$ cat src/rtl/klein_stream_ctrl.sv
// klein_stream_ctrl: stream-side sequencer for the KLEIN-64 cipher core.
// Takes plaintext blocks on a valid/ready input, starts the core, waits for
// completion under a watchdog, then holds the ciphertext on a valid/ready output.
// Define KLEIN_CBC_EN to build with CBC chaining; the default build is ECB.
module klein_stream_ctrl #(
    parameter int TIMEOUT = 32,
    parameter int CNT_W   = 16
) (
    input  logic             iclk,
    input  logic             ireset_n,
    input  logic             key_we,
    input  logic [63:0]      ikey,
    input  logic             iv_we,
    input  logic [63:0]      iiv,
    input  logic             in_valid,
    output logic             in_ready,
    input  logic [63:0]      in_data,
    output logic             out_valid,
    input  logic             out_ready,
    output logic [63:0]      out_data,
    output logic             core_start,
    output logic [63:0]      core_block,
    output logic [63:0]      core_key,
    input  logic             core_ready,
    input  logic [63:0]      core_result,
    output logic             busy,
    output logic [CNT_W-1:0] blk_cnt,
    output logic             err_cfg,
    output logic             err_tmo,
    input  logic             err_clr
);
    localparam int WD_W = $clog2(TIMEOUT + 1);

    typedef enum logic [1:0] {S_IDLE, S_START, S_WAIT, S_HOLD} state_t;

    state_t            r_state, w_next;
    logic [63:0]       r_key, r_blk, r_res;
    logic [WD_W-1:0]   r_wdog;
    logic [CNT_W-1:0]  r_cnt;
    logic              r_err_cfg, r_err_tmo;
    logic              w_idle, w_cfg_wr, w_accept, w_wd_exp, w_out_hs;
    logic [63:0]       w_blk_in;

`ifdef KLEIN_CBC_EN
    logic [63:0]       r_chain;
    assign w_cfg_wr = key_we | iv_we;
    assign w_blk_in = in_data ^ r_chain;
`else
    // ECB build: the IV port has no function at all.
    logic              w_unused_iv;
    assign w_unused_iv = iv_we ^ (^iiv);
    assign w_cfg_wr    = key_we;
    assign w_blk_in    = in_data;
`endif

    assign w_idle     = (r_state == S_IDLE);
    // A config write owns the IDLE cycle; the block waits one cycle.
    assign in_ready   = w_idle & ireset_n & ~w_cfg_wr;
    assign w_accept   = in_valid & in_ready;
    assign w_wd_exp   = (r_wdog == WD_W'(TIMEOUT - 1));
    assign out_valid  = (r_state == S_HOLD);
    assign w_out_hs   = out_valid & out_ready;
    assign out_data   = r_res;
    assign core_start = (r_state == S_START);
    assign core_block = r_blk;
    assign core_key   = r_key;
    assign busy       = ~w_idle;
    assign blk_cnt    = r_cnt;
    assign err_cfg    = r_err_cfg;
    assign err_tmo    = r_err_tmo;

    // State register.
    always_ff @(posedge iclk) begin
        if (!ireset_n) r_state <= S_IDLE;
        else           r_state <= w_next;
    end

    // Next-state: core_ready only matters in WAIT (it is stale-high in START).
    always_comb begin
        w_next = r_state;
        case (r_state)
            S_IDLE:  if (w_accept) w_next = S_START;
            S_START: w_next = S_WAIT;
            S_WAIT:  if (core_ready) w_next = S_HOLD;
                     else if (w_wd_exp) w_next = S_IDLE;
            S_HOLD:  if (out_ready) w_next = S_IDLE;
            default: w_next = S_IDLE;
        endcase
    end

    // Datapath: key, block, result, watchdog and completed-block counter.
    always_ff @(posedge iclk) begin
        if (!ireset_n) begin
            r_key  <= '0;
            r_blk  <= '0;
            r_res  <= '0;
            r_wdog <= '0;
            r_cnt  <= '0;
        end else begin
            if (w_idle && key_we) r_key <= ikey;
            if (w_accept) r_blk <= w_blk_in;
            if (r_state == S_START) r_wdog <= '0;
            else if (r_state == S_WAIT && !core_ready) r_wdog <= r_wdog + WD_W'(1);
            if (r_state == S_WAIT && core_ready) r_res <= core_result;
            if (w_out_hs) r_cnt <= r_cnt + CNT_W'(1);
        end
    end

    // Sticky errors; a new error beats a simultaneous clear.
    always_ff @(posedge iclk) begin
        if (!ireset_n) begin
            r_err_cfg <= 1'b0;
            r_err_tmo <= 1'b0;
        end else begin
            if (w_cfg_wr && !w_idle) r_err_cfg <= 1'b1;
            else if (err_clr)        r_err_cfg <= 1'b0;
            if (r_state == S_WAIT && !core_ready && w_wd_exp) r_err_tmo <= 1'b1;
            else if (err_clr)                                 r_err_tmo <= 1'b0;
        end
    end

`ifdef KLEIN_CBC_EN
    // Chain: loaded from the IV in IDLE, then follows each delivered ciphertext.
    always_ff @(posedge iclk) begin
        if (!ireset_n)             r_chain <= '0;
        else if (w_idle && iv_we)  r_chain <= iiv;
        else if (w_out_hs)         r_chain <= r_res;
    end
`endif

endmodule

$ cat config.mk
export PLATFORM = sky130hd
export DESIGN_NAME = klein_stream_ctrl
export DESIGN_NICKNAME = d
export VERILOG_FILES = /design/src/rtl/klein_stream_ctrl.sv
export SDC_FILE = /design/constraint.sdc
export NUM_CORES = 1
export LEC_CHECK = 0
export CAP_MARGIN = 40
export CORE_AREA = 2 2 187 189
export DETAILED_ROUTE_END_ITERATION = 16
export DIE_AREA = 0 0 189 191
export HOLD_SLACK_MARGIN = 0.06
export SYNTH_ARGS = -nofsm -noshare
export SYNTH_HDL_FRONTEND = slang
export SYNTH_SLANG_ARGS = --single-unit
export TNS_END_PERCENT = 10
$ cat constraint.sdc
create_clock -name iclk -period 2.04 [get_ports iclk]
set_input_delay 0.306 -clock iclk [delete_from_list [all_inputs] [get_ports iclk]]
set_output_delay 0.306 -clock iclk [all_outputs]
set_load 0.03 [all_outputs]
Yosys cells after proc, flatten, opt, wreduce, memory -nomap -nowiden
Index checks and enable logic that the tools add are counted.

word-level totals
  bits in registers = 218
  input port bits = 264
  output and inout port bits = 214
  word-level logic and storage cells = 44

cells by class
  $add $sub $neg = 2
  equality and inequality tests = 7
  multiplexer cells = 8
  bitwise gates (word level) = 7
  reductions and logical operators = 12

operators by type and width
  operator               number
  $add 16x1->16 const B  1
  $mux 2                 4
  $pmux 2 s4             1
  $add 6x1->6 const B    1
  $eq 6x5->1 const B     1
  $logic_and 1x1->1      5
  $and 1x1->1            4
  $eq 2x2->1 const B     2
  $ne 2x1->1 const B     2
  $reduce_bool 2->1      2
  $mux 1                 3
  $ne 3x3->1 const B     1
  $not 1->1              3
  $reduce_and 3->1       1
  $eq 2x1->1 const B     1
  $logic_not 1->1        2
  $logic_not 2->1        1
  $reduce_or 2->1        1

Depth between registers and ports, before layout
Gate-level depths: netlist (run 1).

  word-level depth = 6
  mapped depth = 7
  depth with buffers taken out = 5

Worst setup path after synthesis (run 1)
OpenSTA, ideal clock, no wires.

  path type = input to output
  from = in ireset_n
  to = out in_ready
  arrival = 1.525 ns
  data required time = 1.734 ns
  path slack = 0.209 ns
  cell stages on the path = 4
  path buffers = 2
  path through = clkbuf_1 > inv_1 > clkbuf_1 > nor3_1

on the way
  cells in the longest elaborated chain, start to end = 2

RTL lines
  item                       RTL line  source
  from (decl)                10        input logic ireset_n,
  $and 1x1->1 (2 in series)  58        assign in_ready = w_idle & ireset_n & ~w_cfg_wr;
  to (decl)                  16        output logic in_ready,

Every way passes these cells.

Worst setup path after layout (run 1)
  from = reg r_cnt[9], in the netlist blk_cnt[9]
  to = out blk_cnt[9]

RTL lines
  item                    RTL line  source
  from (decl)             39        logic [CNT_W-1:0] r_cnt;
  from (signal assigned)  105       if (w_out_hs) r_cnt <= r_cnt + CNT_W'(1);
  to (decl)               27        output logic [CNT_W-1:0] blk_cnt,

No word-level cell between the ends.

==> results of run 1 <==
==> what timing repair did <==
action,in CTS,in global routing
setup endpoints to repair,10,8
pin swaps,0,0
resized for setup,12,8
setup buffers,0,0
==> synthesized netlist by cell type, types with 2 or more instances <==
master	instances
nor3_1	6
inv_1	6
ha_1	2
clkbuf_1	42
mux2i_1	4
nor4_1	3
dfxtp_1	218
nor2_1	19
a21oi_1	199
o21ai_0	2
buf_2	22
nand3_1	7
nand2b_1	3
xor2_1	7
nand4_1	6
and2_1	4
nand2_1	398
nor2b_1	4
and4_1	2
and3_1	2
or3_1	2
xnor2_1	8
==> per-layer routing <==
metal | global-route usage, % | share of wire, % | vias up
li1 | - | - | 3959
met1 | 16.6 | 41 | 3536
met2 | 24.7 | 48 | 276
met3 | 4.17 | 8.7 | 38
met4 | 3.43 | 2.0 | 0
met5 | 0 | 0 | -
==> tightest hold or removal path: stages <==
cell and delay (ns):
clkdlybuf4s50_1 0.39, nand2_1 0.05, a21oi_1 0.05
==> worst paths after layout <==
check,from,to
setup / recovery,blk_cnt[9],blk_cnt[9]
hold / removal,in_data[3],core_block[3]
hold reg to reg,core_block[52],core_block[52]
setup reg to reg,r_state[1],blk_cnt[12]
==> cells in the final DEF, fill, tap and decap left out, drive strengths merged, types with 4 or more instances in the layout <==
master and n:
clkbuf 36, xor2 7, mux2i 4, inv 7, xnor2 8, dlymetal6s2s 5
nor3 6, buf 28, nand4 7, clkinv 5, nand3 8, nor2b 4
dfxtp 218, nor2 20, dlygate4sd2 8, clkdlybuf4s50 396, a21oi 199, nand2 398
and2 4
==> state kept, by name, indices dropped and copies added, names as in the netlist <==
name        count
r_wdog          6
core_block     64
r_state         2
blk_cnt        16
err_cfg         1
out_data       64
core_key       64
err_tmo         1
==> layout make-up <==
cell class | count | share of cell area [%]
tap | 455 | 4.28
inverter | 6 | 0.207
clock inverter | 8 | 0.565
multi-input combinational | 688 | 23.4
clock buffer | 34 | 5.18
timing repair buffer | 439 | 33.5
sequential | 218 | 32.8
==> logic make-up after synthesis <==
| logic type | share of synthesized area [%] |
|---|---|
| and+or+nand+nor | 24.1 |
| DFF | 56.2 |
| AOI/OAI and AO/OA | 13.3 |
| buffers and inverters | 3.84 |
| xor gates and xnor gates | 1.69 |
| muxes | 0.516 |
| adders and majority gates | 0.322 |
==> power breakdown <==
group / internal [mW] / switching (mW) / leakage (nW) / total [mW]
combinational: 0.778 / 0.826 / 2.63 / 1.60
clock: 2.48 / 1.75 / 0.375 / 4.23
sequential: 4.42 / 0.0845 / 1.77 / 4.51
==> through the flow <==
step | hold WS [ns] | setup slack, ns | utilization [%] | setup TNS, ns
2_1_floorplan | 0.442 | 0.209 | - | 0
3_3_place_gp | 0.441 | -0.0365 | 36.8 | -0.0365
3_5_place_dp | 0.446 | -0.0220 | 36.8 | -0.0220
4_1_cts | 0.307 | 0.00879 | 39.0 | 0
5_1_grt | 0.305 | 0.00844 | 39.0 | 0
6_report | 0.331 | 0.0996 | 39.0 | 0
==> impl_metrics.py, run 1 <==
metrics = {
    "floorplanning": {
        "horizontal_die_dimension_um": 189,
        "die-height_um": 191,
        "floorplan.initialDensity_pct": 22.8,
        "core.rowCount": 68,
        "die_area_um2": 36100,
        "core_area_um2": 34100,
        "ioPinCount": 478,
    },
    "setup_path": {
        "rrSetupSlack_ns": 0.32,
        "highest_cell_delay_on_the_worst_timing_path_ns": 0.74,
        "setup.worst_path.start_class": "flip-flop",
        "depth_of_the_most_critical_reg_to_reg_path": 5,
        "crit_buf_inv": 1,
        "timing.critical_path.arrival_ns": 1.63,
        "critPathMaxFanout": 4,
        "cp.required_ns": 1.73,
        "worstSetupPathType": "flip-flop to primary output",
        "critical_path_depth": 1,
        "cpMaxStageDelayCell": "clkdlybuf4s50_1",
        "worstSetupEndpointType": "primary output",
        "worst_path_cell_trace": "clkdlybuf4s50_1",
        "kind_of_cell_with_the_highest_combined_delay_on_the_critical_path": "buffers and inverters",
    },
    "synth": {
        "synth_top_cell_area_share_pct": 56.2,
        "yosys.cell_types.count": 33,
        "yosys-top-cells-area": "dfxtp_1 56%, nand2_1 19%, a21oi_1 13%",
        "register_area_share_after_synthesis_pct": 56.2,
        "syn-instance-count": 977,
        "synth_top_area_cell": "dfxtp_1",
        "post_synth_instance_area_um2": 7760,
        "asyncSetResetFlopFracSynth_pct": 0,
        "synth_area_per_cell_um2": 7.95,
        "synth_top_flop_cell": "dfxtp_1",
        "ys_ff_latch": 218,
        "syn_nets": 1243,
        "synthesis.yosys.warnings": 0,
        "edff_count_synth": 0,
    },
    "sta": {
        "worst_clock_skew_ns": 0.0144,
        "worst_slew_margin_rel_pct": 67.5,
        "final-max-slew-violation-count": 0,
        "min_period_over_period_pct": 95.1,
        "shortest_period_the_worst_path_allows_ns": 1.94,
        "setup-violations-final": 0,
        "worst-slew-pin-transition_ns": 0.486,
        "achievable-frequency_mhz": 515,
        "final_hold_viol_count": 0,
        "rsz_0062_raised_after_global_routing": "no",
    },
    "power_and_ir_drop": {
        "total_leakage_power_nw": 4.78,
        "power_density_nw_per_um2": 778,
        "worst_ir_drop_vdd_v": 0.000529,
        "total_power_draw_mw": 10.3,
    },
    "cells_and_area": {
        "multi_input_comb_area_um2": 3120,
        "post_route_cells_drive_above_1_share_pct": 5.74,
        "layout.cells.non_filler": 1848,
        "fin_nets": 1644,
        "syn2layout_area_growth_pct": 71.3,
        "final_cell_area_um2": 13300,
        "n_fill_cell": 3495,
        "register_area_um2": 4370,
        "n_antenna_cell": 0,
    },
    "min_path": {
        "min_delay_path_depth": 3,
        "hp-class": "input pin to flip-flop",
    },
    "route": {
        "avgViaCountPerCell": 4.23,
        "remaining_drc_errors": 0,
        "route.vias.total": 7809,
        "final_antenna_net_count": 0,
        "detail_route.wl_per_cell_um": 14.7,
        "drt-initial-drc-count": 228,
        "aggregate_routed_wire_length_um": 27100,
        "drt_first_pass_iters": 4,
    },
    "global_route": {
        "first_global_vias": 7309,
        "maximum_number_of_pins_on_one_net_before_global_route_repair": 65,
        "first_pass_grt_wire_length_um": 40700,
        "overflow": 0,
        "grt_usage_pct": 14.0,
        "antenna_violations_before_repair": 0,
    },
    "clock_tree": {
        "cts-buffers-inserted": 25,
        "clock_edge_transition_at_the_registers_on_the_reported_setup_and_hold_paths_ns": 0.06,
        "clock_network_latency_to_the_later_pin_of_the_worst_skew_pair_ns": 0.52,
        "post_cts_hold_buffer_count": 0,
        "clock_sinks": 218,
        "buffer_depth_of_the_longest_clock_path": 3,
        "cts.root.buffer_cell": "clkbuf_16",
        "h-tree-depth": 1,
        "clock_tree_from_tritoncts": "done",
    },
    "placement": {
        "dpl.cell_count": 1806,
        "post-dp-hpwl_um": 19500,
        "dpl_cell_area_um2": 12500,
        "port-buffer-count": 412,
        "gpl.final_weighted_congestion": 0.777,
    },
    "run": {
        "max-cap-violations": 0,
    },
    "run_status": {
        "outcome": "finished clean",
    },
}
Note: power is estimated with default switching activity, not from simulation.
==> inputs of run 2 (changes only) <==
- CORE_AREA: 2 2 187 189 -> 2 2 185 187
- CTS_BUF_LIST: not set -> sky130_fd_sc_hd__clkbuf_4 sky130_fd_sc_hd__clkbuf_8 sky130_fd_sc_hd__clkbuf_16
- DIE_AREA: 0 0 189 191 -> 0 0 187 189
- clock period: 2.04 -> 2.39 ns (I/O delays scaled with it)
==> impl_metrics.py, run 2 (synthesis results as in run 1) <==
metrics = {
    "clock_tree": {
        "cts-buffers-inserted": 26,
        "clock_network_latency_to_the_later_pin_of_the_worst_skew_pair_ns": 0.52,
        "h-tree-depth": 1,
        "post_cts.repair.setup_buffers": 0,
        "clock_edge_transition_at_the_registers_on_the_reported_setup_and_hold_paths_ns": 0.06,
        "cts.root.buffer_cell": "clkbuf_16",
        "buffer_depth_of_the_longest_clock_path": 3,
        "clock_tree_from_tritoncts": "done",
        "clock_sinks": 218,
    },
    "min_path": {
        "hp-class": "input pin to flip-flop",
    },
    "placement": {
        "gpl.final_weighted_congestion": 0.829,
        "dpl_cell_area_um2": 12400,
        "post-dp-hpwl_um": 18600,
        "preCtsSetupSlack_ns": 0.248,
        "port-buffer-count": 412,
    },
    "global_route": {
        "maximum_number_of_pins_on_one_net_before_global_route_repair": 112,
        "overflow": 0,
        "first_pass_grt_wire_length_um": 41000,
        "first_global_vias": 7487,
        "grt_usage_pct": 14.3,
        "antenna_violations_before_repair": 0,
    },
    "floorplanning": {
        "floorplan.initialDensity_pct": 23.3,
        "core.rowCount": 67,
        "horizontal_die_dimension_um": 187,
        "die-height_um": 189,
        "core_area_um2": 33300,
        "ioPinCount": 478,
        "die_area_um2": 35300,
    },
    "route": {
        "drt_first_pass_iters": 5,
        "final_antenna_net_count": 0,
        "avgViaCountPerCell": 4.26,
        "detail_route.wl_per_cell_um": 14.6,
        "route.vias.total": 7783,
        "drt-initial-drc-count": 295,
        "remaining_drc_errors": 0,
        "aggregate_routed_wire_length_um": 26700,
    },
    "cells_and_area": {
        "n_fill_cell": 3408,
        "n_antenna_cell": 0,
        "layout_commonest_cell": "clkdlybuf4s50_1",
        "final_core_util_pct": 39.9,
        "post_route_cells_drive_above_1_share_pct": 5.22,
        "fin_nets": 1628,
        "final_cell_mix": "410 x clkdlybuf4s50_1, 396 x nand2_1, 216 x dfxtp_1",
        "final_cell_area_um2": 13300,
        "syn2layout_area_growth_pct": 71.1,
    },
    "setup_path": {
        "worstSetupPathType": "flip-flop to primary output",
        "cp.required_ns": 2.03,
        "cpMaxStageDelayCell": "clkdlybuf4s50_1",
        "rrSetupSlack_ns": 0.71,
        "setup.worst_path.start_class": "flip-flop",
        "worst_path_cell_trace": "nor2_2, inv_1, clkdlybuf4s50_1",
        "critPathMaxFanout": 11,
        "worstSetupEndpointType": "primary output",
        "highest_cell_delay_on_the_worst_timing_path_ns": 0.70,
        "timing.critical_path.arrival_ns": 1.94,
    },
    "sta": {
        "worst_slew_margin_rel_pct": 59.7,
        "achievable-frequency_mhz": 435,
        "final_hold_viol_count": 0,
        "min_period_over_period_pct": 96.2,
        "rsz_0062_raised_after_global_routing": "no",
        "fin_setup_tns_ns": 0,
        "worst-slew-pin-transition_ns": 0.604,
        "shortest_period_the_worst_path_allows_ns": 2.30,
        "setup-violations-final": 0,
        "final-max-slew-violation-count": 0,
        "final.setup.worst_slack_ns": 0.0898,
        "worst_clock_skew_ns": 0.00818,
    },
    "power_and_ir_drop": {
        "worst_ir_drop_vdd_v": 0.000525,
        "total_leakage_power_nw": 4.65,
        "total_power_draw_mw": 9.25,
        "power_density_nw_per_um2": 696,
    },
    "run": {
        "max-cap-violations": 0,
    },
    "run_status": {
        "outcome": "finished clean",
    },
}
[run 2: cell count changes in the layout (fill, tap and decap cells not counted), moves of 2 or more]
cell             before  now
dlymetal6s2s_1        5    1
clkbuf_8              3    7
clkbuf_16            25   27
clkbuf_2              2    0
dlygate4sd2_1         8    0
buf_4                17    2
clkdlybuf4s50_1     396  410
buf_12               11    9
clkbuf_1              6    0
clkbuf_4              0    5
[run 2: layout make-up]
type                    count  area (µm²)  share of cell area [%]
flip-flops and latches    218        4370                    32.9
well taps                 448         561                    4.22
repair buffers            422        4310                    32.5
multi-input cells         688        3120                    23.5
inverters                   6        27.5                   0.207
clock inverters             7        91.3                   0.688
clock buffers              39         810                    6.09
[run 2: worst paths after layout]
| path | end | cells past startpoint | start |
|---|---|---|---|
| worst max-delay path | busy | 3 | r_state[0] |
| worst min-delay path | out_data[56] | 3 | core_result[56] |
| worst max register to register | blk_cnt[12] | 5 | blk_cnt[0] |
| worst min register to register | core_key[49] | 2 | core_key[49] |
[run 2: layer usage]
layer | track usage (%) | part of all wire, % | vias to the layer above
met4 | 4.82 | 3.1 | 0
li1 | - | - | 3926
met3 | 5.65 | 9.3 | 46
met5 | 0 | 0 | -
met2 | 24.1 | 46 | 296
met1 | 16.4 | 41 | 3515
[run 2: per-stage QoR]
stage          hold slack (ns)  instances
5_1_grt                  0.362       1828
4_1_cts                  0.346       1828
2_1_floorplan            0.479        977
3_3_place_gp             0.441       1782
6_report                 0.383       1828
3_5_place_dp             0.446       1782
[run 2: power breakdown]
part           internal [mW]  leakage, nW  switching, mW
combinational          0.640         2.42          0.695
sequential              3.78         1.77         0.0738
clock                   2.54        0.450           1.52
total                   6.96         4.65           2.29
[run 2: timing repair]
action / in CTS / in global routing
hold buffers: 0 / 0
endpoints found under the setup margin: 3 / 1
resized for setup: 2 / 1
[run 2: worst max-delay path, delay by kind of cell (launching register included)]
kind                   cells  cell delay (ns)
and+or+nand+nor            1             0.12
buffers and inverters      2             0.81
DFF                        1             0.49
